<file path="config.mk">
export PLATFORM = sky130hd
export DESIGN_NAME = histeq_master_fsm
export DESIGN_NICKNAME = d
export VERILOG_FILES = /design/src/rtl/histeq_master_fsm.sv
export SDC_FILE = /design/constraint.sdc
export NUM_CORES = 1
export LEC_CHECK = 0
export BUFFER_PORTS_ARGS = -buffer_cell sky130_fd_sc_hd__buf_2
export CAP_MARGIN = 20
export CORE_AREA = 2 2 81 83
export DETAILED_ROUTE_END_ITERATION = 8
export DIE_AREA = 0 0 83 85
export PLACE_DENSITY_LB_ADDON = 0.05
export SETUP_SLACK_MARGIN = 0.5
export SYNTH_ARGS = -nofsm -noshare
export SYNTH_HDL_FRONTEND = slang
export SYNTH_SLANG_ARGS = --single-unit
</file>
<file path="constraint.sdc">
create_clock -name clock -period 2.75 [get_ports clock]
set_input_delay 0.4125 -clock clock [delete_from_list [all_inputs] [get_ports clock]]
set_output_delay 0.4125 -clock clock [all_outputs]
set_load 0.02 [all_outputs]
</file>
<file path="src/rtl/histeq_master_fsm.sv">
// -----------------------------------------------------------------------------
// histeq_master_fsm
//
// Top-level sequencer for histogram_equalizer_core. It steps the core through
// its three phases (histogram, CDF, divider/output write), separated by
// one-cycle gaps so each sub-block sees its start level drop cleanly. It also
// flags the end of input data by watching the histogram read address, and it
// reports completion, a run cycle count and an optional watchdog error.
//
// Optional feature macro: HISTEQ_PHASE_TIMEOUT_EN
//   defined   : per-phase watchdog; a phase that runs TIMEOUT_CYCLES cycles
//               without its done flag sends the FSM to ERROR (reset-only exit)
//   undefined : no watchdog, error tied low, ERROR unreachable
//
// Ports:
//   clock                       system clock
//   reset                       synchronous, active-high reset
//   start                       run request, sampled only in IDLE
//   histogram_input_mem_raddr0  histogram read address 0 (monitored)
//   histogram_computation_done  histogram phase done (level)
//   cdf_done                    CDF phase done (level)
//   divider_done                divider/output phase done (level)
//   start_histogram             high exactly while in HIST
//   start_cdf                   high exactly while in CDF
//   start_divider               high exactly while in DIV
//   input_mem_read_finished     last input word read seen in HIST (sticky)
//   busy                        high in HIST..DONE
//   done                        one-cycle completion pulse
//   error                       sticky watchdog error
//   fsm_state                   current state encoding
//   total_cycles                cycles spent in HIST..DIV of the last/current run
//
// All outputs are registered: they are decoded from the next state so they
// line up with the state register.
// -----------------------------------------------------------------------------
module histeq_master_fsm #(
  parameter logic [15:0] LAST_INPUT_ADDR = 16'd4095,
  parameter logic [23:0] TIMEOUT_CYCLES  = 24'd1000000,
  parameter int unsigned CYCLE_CNT_W     = 32
) (
  input  logic                   clock,
  input  logic                   reset,
  input  logic                   start,
  input  logic [15:0]            histogram_input_mem_raddr0,
  input  logic                   histogram_computation_done,
  input  logic                   cdf_done,
  input  logic                   divider_done,
  output logic                   start_histogram,
  output logic                   start_cdf,
  output logic                   start_divider,
  output logic                   input_mem_read_finished,
  output logic                   busy,
  output logic                   done,
  output logic                   error,
  output logic [2:0]             fsm_state,
  output logic [CYCLE_CNT_W-1:0] total_cycles
);

  typedef enum logic [2:0] {
    StIdle  = 3'd0,
    StHist  = 3'd1,
    StGap1  = 3'd2,
    StCdf   = 3'd3,
    StGap2  = 3'd4,
    StDiv   = 3'd5,
    StDone  = 3'd6,
    StError = 3'd7
  } state_e;

  localparam logic [CYCLE_CNT_W-1:0] CycOne = {{(CYCLE_CNT_W-1){1'b0}}, 1'b1};
  localparam logic [CYCLE_CNT_W-1:0] CycMax = {CYCLE_CNT_W{1'b1}};

  state_e state_q, state_d;
  logic   timeout;
  logic   counting;

`ifdef HISTEQ_PHASE_TIMEOUT_EN
  logic [23:0] phase_cnt;
  logic        in_phase;
  logic        phase_flag;

  always_comb begin
    in_phase   = 1'b0;
    phase_flag = 1'b0;
    case (state_q)
      StHist: begin in_phase = 1'b1; phase_flag = histogram_computation_done; end
      StCdf:  begin in_phase = 1'b1; phase_flag = cdf_done;                   end
      StDiv:  begin in_phase = 1'b1; phase_flag = divider_done;               end
      default: ;
    endcase
    // A done flag in the limit cycle wins over the timeout.
    timeout = in_phase && !phase_flag && (phase_cnt == (TIMEOUT_CYCLES - 24'd1));
  end
`else
  assign timeout = 1'b0;
`endif

  // Next state. Done flags are only looked at in their own phase, so a stale
  // level from a previous run cannot skip a phase.
  always_comb begin
    state_d = state_q;
    case (state_q)
      StIdle:  if (start)                      state_d = StHist;
      StHist:  if (histogram_computation_done) state_d = StGap1;
      StGap1:                                  state_d = StCdf;
      StCdf:   if (cdf_done)                   state_d = StGap2;
      StGap2:                                  state_d = StDiv;
      StDiv:   if (divider_done)               state_d = StDone;
      StDone:                                  state_d = StIdle;
      StError:                                 state_d = StError;
      default:                                 state_d = StIdle;
    endcase
    if (timeout) begin
      state_d = StError;
    end
  end

  // Cycle counter runs through both gaps as well as the three phases.
  assign counting = (state_q == StHist) || (state_q == StGap1) || (state_q == StCdf) ||
                    (state_q == StGap2) || (state_q == StDiv);

  always_ff @(posedge clock) begin
    if (reset) begin
      state_q                 <= StIdle;
      fsm_state               <= 3'd0;
      start_histogram         <= 1'b0;
      start_cdf               <= 1'b0;
      start_divider           <= 1'b0;
      busy                    <= 1'b0;
      done                    <= 1'b0;
      error                   <= 1'b0;
      input_mem_read_finished <= 1'b0;
      total_cycles            <= '0;
`ifdef HISTEQ_PHASE_TIMEOUT_EN
      phase_cnt               <= 24'd0;
`endif
    end else begin
      state_q         <= state_d;
      fsm_state       <= state_d;
      start_histogram <= (state_d == StHist);
      start_cdf       <= (state_d == StCdf);
      start_divider   <= (state_d == StDiv);
      busy            <= (state_d != StIdle) && (state_d != StError);
      done            <= (state_d == StDone);
`ifdef HISTEQ_PHASE_TIMEOUT_EN
      error           <= (state_d == StError);
      // Counter value equals the number of cycles already spent in the phase.
      if ((state_d == state_q) &&
          ((state_q == StHist) || (state_q == StCdf) || (state_q == StDiv))) begin
        phase_cnt <= phase_cnt + 24'd1;
      end else begin
        phase_cnt <= 24'd0;
      end
`else
      error           <= 1'b0;
`endif

      if ((state_q == StIdle) && start) begin
        total_cycles <= '0;
      end else if (counting && (total_cycles != CycMax)) begin
        total_cycles <= total_cycles + CycOne;
      end

      if (state_d == StIdle) begin
        input_mem_read_finished <= 1'b0;
      end else if ((state_q == StHist) &&
                   (histogram_input_mem_raddr0 == LAST_INPUT_ADDR)) begin
        input_mem_read_finished <= 1'b1;
      end
    end
  end

endmodule

</file>
==> flow_summary.json <==
{
  "status": "finished clean",
  "grt_max_degree": 19,
  "tightestPinTransition_ns": 0.650,
  "fmax_mhz": 464,
  "rsz0062_at_grt": "false",
  "rows": 29,
  "cp.required_ns": 2.99,
  "syn_area_per_cell_um2": 8.02,
  "critPathCaptureType": "register",
  "area_growth_pct": 25.0,
  "final_layout_size_suffix_gt1_share_pct": 28.9,
  "path_clk_slew_ns": 0.08,
  "mostFrequentLayoutCells": "buf_2, dfxtp_1, a21oi_1",
  "async_reset_ff_share_pct": 0,
  "die_width_um": 83,
  "arrival_ns": 2.40,
  "htreeDepth": 2,
  "initial_utilization_pct": 33.7,
  "maxCapViolations": 0,
  "drc_errors": 0,
  "synth-edff-count": 0,
  "firstDrtPassIters": 4,
  "slew_violations": 0,
  "hpwl_mm": 4.08,
  "grt_first_pass_wirelength_mm": 9.32,
  "setup_slack_ns": 0.594,
  "num_antenna_cells": 0,
  "viasPerCell": 5.29,
  "place.gp.congestion": 0.776,
  "cts-buffers-inserted": 5,
  "p_leak_nw": 1.04,
  "dp_slack_ns": 0.488,
  "place.port_buffers": 62,
  "criticalPathCategory": "reg -> reg",
  "clockBufferDepth": 2,
  "insertion_delay_ns": 0.30,
  "die_y_um": 85,
  "final.min_clock_period_ns": 2.16,
  "grt_pass1_vias": 1939,
  "num_io_pins": 64,
  "dr.first_iter.drc_count": 99,
  "grt_use_total_pct": 16.0,
  "hold_class": "in -> reg",
  "syn-num-nets": 284,
  "ys_seq_area_share_pct": 39.2,
  "period_share_pct": 78.4,
  "grt_antenna_before_repair": 0,
  "ys_seq_elements": 41,
  "hold_viol": 0,
  "die_area_um2": 7060,
  "clockRootBuffer": "clkbuf_8",
  "startpoint_type": "register",
  "vias": 2147,
  "ant_nets": 0,
  "grt-ovfl-total": 0,
  "clock_sinks": 41,
  "wl_per_cell_um": 13.7,
  "ys.warnings.count": 0,
  "max-slew-margin-rel_pct": 56.7,
  "layout_commonest_cell": "buf_2",
  "ys.flop_type": "dfxtp_1",
  "ys_types": 41,
  "powerDensity_nw_per_um2": 440,
  "cts_tree": "done",
  "setup-violations-final": 0,
  "layout.nets": 351,
  "finalSetupTns_ns": 0,
  "fp.coreArea_um2": 6200,
  "critical_path.max_fanout": 11,
  "cts_hold_buffers": 0,
  "synth_cells": 261,
  "syn-cell-area_um2": 2090,
  "wirelength_mm": 5.56,
  "clock-skew-final_ns": 0.00808,
  "vdd_drop_max_uv": 179
}
-- path summary, 6_finish.rpt --
kind	cells after the start	to	start	slack, ns
min	2	state_q[1]	reset	0.38
max	5	total_cycles[29]	state_q[2]	0.59
max reg2reg	5	total_cycles[29]	state_q[2]	0.59
min reg2reg	2	total_cycles[11]	total_cycles[11]	0.49
-- worst max-delay path: stages, from the launching register on --
cell and delay [ns]:
dfxtp_4 0.39, and2_4 0.17, or4_4 0.56, or4_1 0.50, or4_1 0.41, nand2_1 0.07
-- flip-flops by register name, indices dropped and copies added (netlist names) --
name / cells
busy: 1
done: 1
input_mem_read_finished: 1
start_cdf: 1
start_divider: 1
start_histogram: 1
state_q: 3
total_cycles: 32
-- final cells by class --
cell class                 instances  area (um2)
inverter                           6        22.5
clock buffer                       6        72.6
timing repair buffer              74         400
sequential                        41         835
multi-input combinational        200        1180
clock inverter                     2        10.0
tap                               77        96.3
fill                             666        3590
-- per-layer routing --
layer	global-route usage (%)	vias to the layer above	wire (um)
met2	24.2	55	2380
met3	3.89	6	266
met4	5.07	0	65
li1	-	1117	-
met5	0	-	0
met1	22.4	969	2840
-- stage by stage --
stage,util [%],area (um2),power [mW],cells,hold slack (ns)
3_3_place_gp,40.1,2490,0.780,394,0.481
5_1_grt,42.2,2620,1.22,406,0.388
4_1_cts,41.5,2580,1.18,402,0.367
6_report,42.2,2620,1.15,406,0.383
3_5_place_dp,40.1,2490,0.781,394,0.481
2_1_floorplan,-,2100,0.721,261,0.485
-- power breakdown --
part	switching [mW]	leakage (nW)	internal (mW)	total, mW
clock network	0.212	0.0450	0.176	0.388
registers	0.0128	0.336	0.606	0.619
logic	0.0891	0.654	0.0559	0.145
total	0.314	1.04	0.838	1.15
-- what timing repair did --
action	CTS	global route
hold endpoints to repair	0	0
setup buffers	0	4
pin swaps	0	3
setup endpoints to repair	3	15
resized for setup	1	8
-- cell usage after synthesis, types with 3 or more instances --
cell type	number	area share, %
o21ai_0	18	4.3
and3_1	8	2.4
nor4_1	3	0.90
dfxtp_1	41	39
nor2_1	14	2.5
o21a_1	4	1.4
nand4_1	13	3.9
inv_1	6	1.1
nand2_1	20	3.6
or3_1	14	4.2
and4_1	4	1.7
o31ai_1	7	2.5
or4_1	11	3.9
clkbuf_1	10	1.8
o211ai_1	4	1.4
nor3_1	15	3.6
xor2_1	5	2.1
a21oi_1	21	5.0
nand3_1	15	3.6
-- logic make-up (layout without fill, tap and decap cells) --
logic type	Yosys count	in the layout	synth area share (%)
mux	2	2	0.956
compound gates	63	63	18.2
buf+inv	20	88	4.54
flops	41	41	39.2
xor+xnor	5	5	2.09
other cells	1	1	0.179
simple gates	128	128	34.2
fa+ha+maj	1	1	0.598
Note: power is estimated with default switching activity, not from simulation.
